==> src/rtl/misr_window_ctrl_if.sv <==
// Host-side bundle for misr_window_ctrl: window setup, datapath strobes and compare result.
// The master modport is the host/bench side; the slave modport is the controller.
interface misr_window_ctrl_if #(
  parameter int NUM_FF = 8,
  parameter int MISR_W = 3,
  parameter int CNT_W  = 8
);
  localparam int IDX_W = (NUM_FF > 1) ? $clog2(NUM_FF) : 1;

  logic              start_i;
  logic [CNT_W-1:0]  win_len_i;
  logic [MISR_W-1:0] golden_i;
  logic              inj_en_i;
  logic [IDX_W-1:0]  inj_idx_i;
  logic [CNT_W-1:0]  inj_cyc_i;
  logic [MISR_W-1:0] misr_sig_i;
  logic              clr_err_i;
  logic              misr_rst_o;
  logic [NUM_FF-1:0] inj_e_o;
  logic              busy_o;
  logic              done_o;
  logic              pass_o;
  logic [MISR_W-1:0] sig_o;
  logic              err_sticky_o;

  modport master (
    output start_i, win_len_i, golden_i, inj_en_i, inj_idx_i, inj_cyc_i,
           misr_sig_i, clr_err_i,
    input  misr_rst_o, inj_e_o, busy_o, done_o, pass_o, sig_o, err_sticky_o
  );

  modport slave (
    input  start_i, win_len_i, golden_i, inj_en_i, inj_idx_i, inj_cyc_i,
           misr_sig_i, clr_err_i,
    output misr_rst_o, inj_e_o, busy_o, done_o, pass_o, sig_o, err_sticky_o
  );
endinterface

==> src/rtl/misr_window_ctrl.sv <==
// Sequences one MISR test window: clear, run with optional single-cycle FF injection, drain, compare.
// Optional sticky error flag is enabled by defining MISR_CTRL_STICKY_ERR_EN.
//
// state   | meaning
// S_IDLE  | waiting for start_i; window parameters latched on accept
// S_CLR   | one cycle of misr_rst_o
// S_RUN   | win_len cycles, r_cnt = 0..win_len-1, injection strobe possible
// S_DRAIN | DRAIN_CYC cycles letting the FF-to-MISR pipeline settle
// S_CMP   | one cycle: compare misr_sig_i to golden, done_o high
module misr_window_ctrl #(
  parameter int NUM_FF    = 8,
  parameter int MISR_W    = 3,
  parameter int CNT_W     = 8,
  parameter int DRAIN_CYC = 2
) (
  input logic              clk,
  input logic              rst_n,
  misr_window_ctrl_if.slave bus
);
  localparam int IDX_W = (NUM_FF > 1) ? $clog2(NUM_FF) : 1;
  localparam int DRN_W = (DRAIN_CYC > 1) ? $clog2(DRAIN_CYC) : 1;
  localparam logic [DRN_W-1:0] DRN_INIT = DRN_W'(DRAIN_CYC - 1);

  typedef enum logic [2:0] {S_IDLE, S_CLR, S_RUN, S_DRAIN, S_CMP} state_t;

  state_t            r_state;
  state_t            w_nxt;
  logic [CNT_W-1:0]  r_win_len;
  logic [MISR_W-1:0] r_golden;
  logic              r_inj_en;
  logic [IDX_W-1:0]  r_inj_idx;
  logic [CNT_W-1:0]  r_inj_cyc;
  logic [CNT_W-1:0]  r_cnt;
  logic [DRN_W-1:0]  r_drn;
  logic              r_pass;
  logic [MISR_W-1:0] r_sig;
  logic              w_cmp_pass;
  logic              w_misr_rst;
  logic              w_busy;
  logic              w_done;
  logic [NUM_FF-1:0] w_inj_e;

  assign w_cmp_pass = (bus.misr_sig_i == r_golden);

  always_ff @(posedge clk or negedge rst_n) begin
    if (!rst_n) r_state <= S_IDLE;
    else        r_state <= w_nxt;
  end

  always_comb begin
    w_nxt = r_state;
    case (r_state)
      S_IDLE:  if (bus.start_i) w_nxt = S_CLR;
      S_CLR:   w_nxt = (r_win_len == '0) ? S_DRAIN : S_RUN;
      S_RUN:   if (r_cnt == r_win_len - 1'b1) w_nxt = S_DRAIN;
      S_DRAIN: if (r_drn == '0) w_nxt = S_CMP;
      S_CMP:   w_nxt = S_IDLE;
      default: w_nxt = S_IDLE;
    endcase
  end

  // Injection target beyond NUM_FF or cycle beyond the window simply never matches.
  always_comb begin
    w_misr_rst = (r_state == S_CLR);
    w_busy     = (r_state != S_IDLE);
    w_done     = (r_state == S_CMP);
    w_inj_e    = '0;
    if ((r_state == S_RUN) && r_inj_en && (r_cnt == r_inj_cyc) &&
        ({1'b0, r_inj_idx} < (IDX_W+1)'(NUM_FF)))
      w_inj_e[r_inj_idx] = 1'b1;
  end

  always_ff @(posedge clk or negedge rst_n) begin
    if (!rst_n) begin
      r_win_len <= '0;
      r_golden  <= '0;
      r_inj_en  <= 1'b0;
      r_inj_idx <= '0;
      r_inj_cyc <= '0;
      r_cnt     <= '0;
      r_drn     <= '0;
      r_pass    <= 1'b0;
      r_sig     <= '0;
    end else begin
      case (r_state)
        S_IDLE: if (bus.start_i) begin
          r_win_len <= bus.win_len_i;
          r_golden  <= bus.golden_i;
          r_inj_en  <= bus.inj_en_i;
          r_inj_idx <= bus.inj_idx_i;
          r_inj_cyc <= bus.inj_cyc_i;
          r_cnt     <= '0;
        end
        S_CLR: begin
          r_cnt <= '0;
          r_drn <= DRN_INIT;
        end
        S_RUN:   r_cnt <= r_cnt + 1'b1;
        S_DRAIN: r_drn <= r_drn - 1'b1;
        S_CMP: begin
          r_pass <= w_cmp_pass;
          r_sig  <= bus.misr_sig_i;
        end
        default: ;
      endcase
    end
  end

  assign bus.misr_rst_o = w_misr_rst;
  assign bus.inj_e_o    = w_inj_e;
  assign bus.busy_o     = w_busy;
  assign bus.done_o     = w_done;
  // Result is live during the done cycle and held from the register afterwards.
  assign bus.pass_o     = w_done ? w_cmp_pass : r_pass;
  assign bus.sig_o      = w_done ? bus.misr_sig_i : r_sig;

`ifdef MISR_CTRL_STICKY_ERR_EN
  logic r_err;

  always_ff @(posedge clk or negedge rst_n) begin
    if (!rst_n)                    r_err <= 1'b0;
    else if (w_done && !w_cmp_pass) r_err <= 1'b1;
    else if (bus.clr_err_i)        r_err <= 1'b0;
  end

  assign bus.err_sticky_o = r_err;
`else
  logic w_unused_clr_err;

  assign w_unused_clr_err = bus.clr_err_i;
  assign bus.err_sticky_o = 1'b0;
`endif
endmodule

==> src/flat_wrapper.sv <==
// flat-port wrapper written by rule: the top's interface ports become plain ports
module misr_window_ctrl_flat 
#(
  parameter int NUM_FF    = 8,
  parameter int MISR_W    = 3,
  parameter int CNT_W     = 8,
  parameter int DRAIN_CYC = 2
)
  (clk, rst_n, bus_start_i, bus_win_len_i, bus_golden_i, bus_inj_en_i, bus_inj_idx_i, bus_inj_cyc_i, bus_misr_sig_i, bus_clr_err_i, bus_misr_rst_o, bus_inj_e_o, bus_busy_o, bus_done_o, bus_pass_o, bus_sig_o, bus_err_sticky_o);
  misr_window_ctrl_if #(.NUM_FF(NUM_FF), .MISR_W(MISR_W), .CNT_W(CNT_W)) bus_i ();
  input logic clk;
  input logic rst_n;
  input wire logic [$bits(bus_i.start_i)-1:0] bus_start_i;
  input wire logic [$bits(bus_i.win_len_i)-1:0] bus_win_len_i;
  input wire logic [$bits(bus_i.golden_i)-1:0] bus_golden_i;
  input wire logic [$bits(bus_i.inj_en_i)-1:0] bus_inj_en_i;
  input wire logic [$bits(bus_i.inj_idx_i)-1:0] bus_inj_idx_i;
  input wire logic [$bits(bus_i.inj_cyc_i)-1:0] bus_inj_cyc_i;
  input wire logic [$bits(bus_i.misr_sig_i)-1:0] bus_misr_sig_i;
  input wire logic [$bits(bus_i.clr_err_i)-1:0] bus_clr_err_i;
  output wire logic [$bits(bus_i.misr_rst_o)-1:0] bus_misr_rst_o;
  output wire logic [$bits(bus_i.inj_e_o)-1:0] bus_inj_e_o;
  output wire logic [$bits(bus_i.busy_o)-1:0] bus_busy_o;
  output wire logic [$bits(bus_i.done_o)-1:0] bus_done_o;
  output wire logic [$bits(bus_i.pass_o)-1:0] bus_pass_o;
  output wire logic [$bits(bus_i.sig_o)-1:0] bus_sig_o;
  output wire logic [$bits(bus_i.err_sticky_o)-1:0] bus_err_sticky_o;
  assign bus_i.start_i = bus_start_i;
  assign bus_i.win_len_i = bus_win_len_i;
  assign bus_i.golden_i = bus_golden_i;
  assign bus_i.inj_en_i = bus_inj_en_i;
  assign bus_i.inj_idx_i = bus_inj_idx_i;
  assign bus_i.inj_cyc_i = bus_inj_cyc_i;
  assign bus_i.misr_sig_i = bus_misr_sig_i;
  assign bus_i.clr_err_i = bus_clr_err_i;
  assign bus_misr_rst_o = bus_i.misr_rst_o;
  assign bus_inj_e_o = bus_i.inj_e_o;
  assign bus_busy_o = bus_i.busy_o;
  assign bus_done_o = bus_i.done_o;
  assign bus_pass_o = bus_i.pass_o;
  assign bus_sig_o = bus_i.sig_o;
  assign bus_err_sticky_o = bus_i.err_sticky_o;
  misr_window_ctrl #(.NUM_FF(NUM_FF), .MISR_W(MISR_W), .CNT_W(CNT_W), .DRAIN_CYC(DRAIN_CYC)) u_core (.clk(clk), .rst_n(rst_n), .bus(bus_i));
endmodule
==> config.mk <==
export PLATFORM = sky130hd
export DESIGN_NAME = misr_window_ctrl_flat
export DESIGN_NICKNAME = d
export VERILOG_FILES = /design/src/rtl/misr_window_ctrl_if.sv /design/src/rtl/misr_window_ctrl.sv /design/src/flat_wrapper.sv
export SDC_FILE = /design/constraint.sdc
export NUM_CORES = 1
export LEC_CHECK = 0
export ABC_CLOCK_PERIOD_IN_PS = 5150
export BUFFER_PORTS_ARGS = -buffer_cell sky130_fd_sc_hd__buf_2
export CORE_ASPECT_RATIO = 1.1
export CORE_MARGIN = 1
export CORE_UTILIZATION = 58
export DETAILED_ROUTE_END_ITERATION = 10
export PLACE_DENSITY = 0.82
export SYNTH_ARGS = -nofsm -noshare
export SYNTH_HDL_FRONTEND = slang
export SYNTH_SLANG_ARGS = --single-unit
==> constraint.sdc <==
create_clock -name clk -period 5.15 [get_ports clk]
set_input_delay 0 -clock clk [delete_from_list [all_inputs] [get_ports clk]]
set_output_delay 0 -clock clk [all_outputs]
set_load 0.02 [all_outputs]
==> flow_summary.ini, run 1 <==
[detailed_routing]
drt_iter0_drc = 65
viasPerCell = 5.348
wl_per_cell_um = 13.59
routed_wl_mm = 4.294
dr_total_vias = 1690
drtAntennaViolNets = 0
remaining_drc_errors = 0
dr.pass1.iters = 4

[global_route]
antenna_found_initial = 0
grt_pass1_wl_mm = 7.300
grt_pass1_vias = 1664
grt_max_degree = 40
grt_util_all_layers = 0.2579
grt_overflow = 0

[critical_path]
slowest_stage = dfrtp_1
critPathCaptureType = output pin
crit_arrival_ps = 2290
worst-path-max-fanout = 10
path_cells = nor3b_2 -> nand3_1 -> nor4_2 -> nand2_1 -> nor3_1 -> buf_2
critical_path_buf_inv_count = 1
required_ps = 5150
cp-start-kind = register
critPathTopFamily = simple AND/OR/NAND/NOR gates
max_stage_delay_ps = 550
path_class = register to output pin

[clocking]
clk_pin_slew_ps = 120
clkLatencyLatePin_ps = 350
cts_buffer_depth = 2
cts-root-buf = clkbuf_4
cts_buffers = 5
cts_htree_levels = 2
post_cts.repair.setup_buffers = 0
cts_tree = done
post_cts_resized = 0
cts.sinks = 39

[floorplan]
io_pins = 46
die_w_um = 59.91
dieArea_um2 = 3936
die_h_um = 65.70
start_util = 0.6218
rows = 22
core_area_um2 = 3441

[sta]
rsz0062_at_grt = false
fmax_ghz = 0.4374
setup_tns_ps = 0
finalMaxSlewViolations = 0
skew_ps = 3.475
fin_crit_sh = 0.4440
relSlewSlack = 0.4456
worst_slew_pin_slew_ps = 831.6
period_needed_ps = 2286
setup_viol = 0
finalHoldViolCount = 0

[outcome]
outcome = completed

[yosys]
ys_warn_count = 0
ys_types = 47
synth.ff_latch_count = 39
synth_xor_area_frac = 0.09415
netlist_instances = 200
yosys-top-cells-count = 39 x dfrtp_1, 18 x mux2_2, 17 x nor2_1
async_reset_ff_frac = 1.000
syn_nets = 232
syn_area_um2 = 2140
avgSynthCellArea_um2 = 10.70
synthFlopType = dfrtp_1
synth-seq-area-share = 0.4561
synth_area_leaders = dfrtp_1 46%, mux2_2 9.5%, xnor2_1 6.1%
synth_edf_count = 0
synth_top_area_cell = dfrtp_1
synth_top_family_by_area = simple AND/OR/NAND/NOR gates
yosys.area_share.simple = 0.1708
synth_compound_area_frac = 0.1023
yosys.area_share.adder = 0.01170
yosys.area.top_type_share = 0.4561
yosysMostFrequentCell = dfrtp_1
synthMuxAreaShare = 0.1263

[place]
dp_cells = 281
dp_hpwl_mm = 2.836
place_area_um2 = 2355
io_buffers = 43
gp_congestion = 0.8587

[finish]
diodes = 0
post-route-cell-area_um2 = 2730
fillCellCount = 232
drive_gt1_frac = 0.3022
stdcell_count = 316
fin_nets = 299
areaGrowthSynthToFinish_pct = 27.60

[flow_run]
maxCapViolCount = 0

[pwr]
peakVddDrop_v = 0.0003787
leakagePower_nw = 1.188
power_density_nw_per_um2 = 527.7

[hold_path]
hold_class = primary input to register
## final cells by class
class | count | area, µm² | area share
multi-input combinational | 146 | 1085 | 0.3973
sequential | 39 | 975.9 | 0.3575
timing repair buffer | 70 | 485.5 | 0.1778
clock inverter | 3 | 67.56 | 0.02475
tap | 48 | 60.06 | 0.02200
clock buffer | 5 | 37.54 | 0.01375
inverter | 5 | 18.77 | 0.006874
## where the power goes
| part | internal [mW] | switching (mW) |
|---|---|---|
| clock | 0.151 | 0.104 |
| combinational | 0.311 | 0.286 |
| sequential | 0.437 | 0.151 |
## registers in the layout (all words and copies together), names as in the netlist
name	cells
u_core.r_cnt	8
u_core.r_pass	1
u_core.r_state	3
u_core.r_golden	3
u_core.r_inj_idx	3
u_core.r_inj_en	1
u_core.r_drn	1
u_core.r_win_len	8
u_core.r_sig	3
u_core.r_inj_cyc	8
## cell families after synthesis
kind of cell | count (synthesis)
AOI/OAI and AO/OA | 29
xor gates and xnor gates | 23
adders and majority gates | 2
buffers and inverters | 15
DFF | 39
muxes | 24
other | 1
and+or+nand+nor | 67
## worst paths after layout
check	from	to	slack, ps	cells past startpoint
max in group asynchronous	rst_n	u_core.r_inj_cyc[2]	4360	2
min in group asynchronous	rst_n	u_core.r_win_len[6]	270	2
hold reg to reg	u_core.r_pass	u_core.r_pass	500	2
setup reg to reg	u_core.r_state[0]	u_core.r_inj_idx[0]	3110	3
setup / recovery	u_core.r_state[1]	bus_inj_e_o[1]	2860	6
hold / removal	bus_start_i	u_core.r_state[0]	70	3
## layer usage
| metal | share of wire | wire length (µm) | GRT usage | vias to the layer above |
|---|---|---|---|---|
| li1 | - | - | - | 840 |
| met1 | 0.42 | 1818 | 0.2900 | 806 |
| met3 | 0.027 | 114 | 0.06299 | 9 |
| met4 | 0.021 | 90 | 0.09884 | 0 |
| met2 | 0.53 | 2271 | 0.4597 | 35 |
| met5 | 0 | 0 | 0 | - |
## per-stage QoR
stage	hold slack, ps	worst slack, ps	utilization	power (mW)
after global routing	59.69	2622	0.7935	1.550
after global placement	153.7	3157	0.6844	1.149
after floorplan	-295.6	3249	-	1.041
after CTS	65.84	2858	0.7935	1.443
final	70.99	2864	0.7935	1.441
after detailed placement	150.4	3147	0.6844	1.176
## what timing repair did
item                                   4_1_cts  5_1_grt
endpoints found under the hold margin       65        0
hold buffers                                27        0
setup endpoints to repair                    0        0
## worst min-delay path, cell delays in order
cell      delay (ps)
buf_2            130
a21oi_1          180
a221oi_2          80
## cell usage in the layout, fill, tap and decap left out, types with 2 or more instances in the layout
cell,instances
buf_2,43
dfrtp_1,39
dlygate4sd3_1,27
mux2_2,18
nor2_1,17
xnor2_1,15
nand2_1,13
o21ai_0,10
nor3_1,9
xor2_1,8
mux2_1,6
inv_1,5
nand3_1,5
clkbuf_4,5
nor2b_1,3
nand4_1,3
nand2b_1,3
a21oi_1,3
or3_4,2
nand4b_1,2
or3_1,2
a21boi_0,2
ha_1,2
bufinv_16,2
Power figures use the tool's default switching activity.
==> run 2, diff against run 1 <==
--- a/config.mk
+++ b/config.mk
@@ -5,13 +5,13 @@
 export SDC_FILE = /design/constraint.sdc
 export NUM_CORES = 1
 export LEC_CHECK = 0
-export ABC_CLOCK_PERIOD_IN_PS = 5150
+export ABC_CLOCK_PERIOD_IN_PS = 2200
 export BUFFER_PORTS_ARGS = -buffer_cell sky130_fd_sc_hd__buf_2
 export CORE_ASPECT_RATIO = 1.1
 export CORE_MARGIN = 1
-export CORE_UTILIZATION = 58
+export CORE_UTILIZATION = 54
 export DETAILED_ROUTE_END_ITERATION = 10
-export PLACE_DENSITY = 0.82
+export PLACE_DENSITY = 0.77
 export SYNTH_ARGS = -nofsm -noshare
 export SYNTH_HDL_FRONTEND = slang
 export SYNTH_SLANG_ARGS = --single-unit
==> constraint.sdc (replaced) <==
create_clock -name clk -period 2.2 [get_ports clk]
set_input_delay 0 -clock clk [delete_from_list [all_inputs] [get_ports clk]]
set_output_delay 0 -clock clk [all_outputs]
set_load 0.02 [all_outputs]
==> flow_summary.ini, run 2 (same netlist as run 1, synthesis figures left out) <==
[global_route]
grt_overflow = 0
grt_util_all_layers = 0.2209
grt_pass1_wl_mm = 6.568
grt_max_degree = 40
antenna_found_initial = 0
grt_pass1_vias = 1453

[detailed_routing]
drt_iter0_drc = 68
remaining_drc_errors = 0
top_layer = met4
wl_met2_mm = 2.142
wl_per_cell_um = 13.38
wl_met3_um = 108
drtAntennaViolNets = 0
dr.pass1.iters = 4
wirelength_met1_mm = 2.020
dr_total_vias = 1651
viasPerCell = 5.143
routed_wl_mm = 4.295

[sta]
fmax_ghz = 0.4910
period_needed_ps = 2037
setup_tns_ps = 0
skew_ps = 4.507
finalHoldViolCount = 0
setup_viol = 0
worst_slew_pin_slew_ps = 838.8
timing.hold.ws_ps = 142.6
finalMaxSlewViolations = 0
fin_crit_sh = 0.9257
rsz0062_at_grt = false
fin_ws_ps = 163.5
relSlewSlack = 0.4408

[critical_path]
critPathCaptureType = output pin
cp-start-kind = register
required_ps = 2200
path_class = register to output pin
worst-path-max-fanout = 9
crit_arrival_ps = 2040

[clocking]
cts_buffers = 5
cts_htree_levels = 2
clk_pin_slew_ps = 70
cts_tree = done
post_cts.repair.setup_buffers = 0
clkLatencyLatePin_ps = 290
cts_buffer_depth = 2
cts.sinks = 39
cts-root-buf = clkbuf_8

[pwr]
power_mw = 3.340
comb_power_share = 0.440
pwr-share-clk = 0.146
power_density_nw_per_um2 = 1208
p_int_mw = 2.054
p_sw_mw = 1.286
switching_share = 0.3850
peakVddDrop_v = 0.0007407
leakagePower_nw = 1.207
pwr-share-seq = 0.414

[place]
gp_congestion = 0.8898
dp_cells = 287
io_buffers = 43
place_ws_ps = 275.7
dp_hpwl_mm = 2.847
place_area_um2 = 2387

[flow_run]
maxCapViolCount = 0

[finish]
post-route-util = 0.7445
top_regs = u_core.r_cnt x8, u_core.r_inj_cyc x8, u_core.r_win_len x8
stdcell_count = 321
diodes = 0
fin_nets = 303
final_cell_mix = 43 x buf_2, 36 x dfrtp_1, 27 x dlygate4sd3_1
areaGrowthSynthToFinish_pct = 29.18
drive_gt1_frac = 0.3210
fillCellCount = 269
layout_commonest_cell = buf_2
post-route-cell-area_um2 = 2764

[hold_path]
hold_class = primary input to register

[floorplan]
die_h_um = 68.02
start_util = 0.5763
rows = 23
io_pins = 46
dieArea_um2 = 4218
die_w_um = 62.02
core_area_um2 = 3712

[outcome]
outcome = completed
run 2: worst max-delay path, cell delays in order (launching register included):
cell and delay [ps]:
dfrtp_1 550, xnor2_1 160, nand4_1 210, nor4_4 350
nand2_1 150, nor3_1 140, buf_2 190
run 2: final cells by class:
cell class / instances / area, µm² / share of cell area
Tap cell: 50 / 62.56 / 0.02263
Timing Repair Buffer: 74 / 515.5 / 0.1865
Multi-Input combinational cell: 146 / 1100 / 0.3979
Sequential cell: 39 / 979.7 / 0.3545
Inverter: 5 / 18.77 / 0.006790
Clock inverter: 1 / 5.005 / 0.001811
Clock buffer: 6 / 82.58 / 0.02988
run 2: per-layer routing:
layer / vias up / GRT usage
li1: 843 / -
met1: 779 / 0.2910
met2: 27 / 0.3564
met4: 0 / 0.06389
met5: - / 0
met3: 2 / 0.05671
run 2: final timing paths:
check / from / slack (ps) / end / cells after the start
hold / removal: bus_start_i / 140 / u_core.r_state[0] / 3
min in group asynchronous: rst_n / 340 / u_core.r_drn / 2
max in group asynchronous: rst_n / 1280 / u_core.r_state[0] / 2
hold reg to reg: u_core.r_pass / 470 / u_core.r_pass / 2
setup / recovery: u_core.r_cnt[5] / 160 / bus_inj_e_o[1] / 6
setup reg to reg: u_core.r_win_len[0] / 270 / u_core.r_state[0] / 7
run 2: power by group through the flow:
stage          combinational, mW  sequential [mW]  clock [mW]
2_1_floorplan               1.19             1.24           0
3_3_place_gp                1.37             1.37           0
3_5_place_dp                1.40             1.38           0
4_1_cts                     1.45             1.37       0.499
5_1_grt                     1.61             1.45       0.523
6_report                    1.47             1.38       0.488
run 2: repair_timing:
item | CTS | global route
hold endpoints to repair | 65 | 0
endpoints found under the setup margin | 0 | 8
resized for setup | 0 | 5
hold buffers | 27 | 0
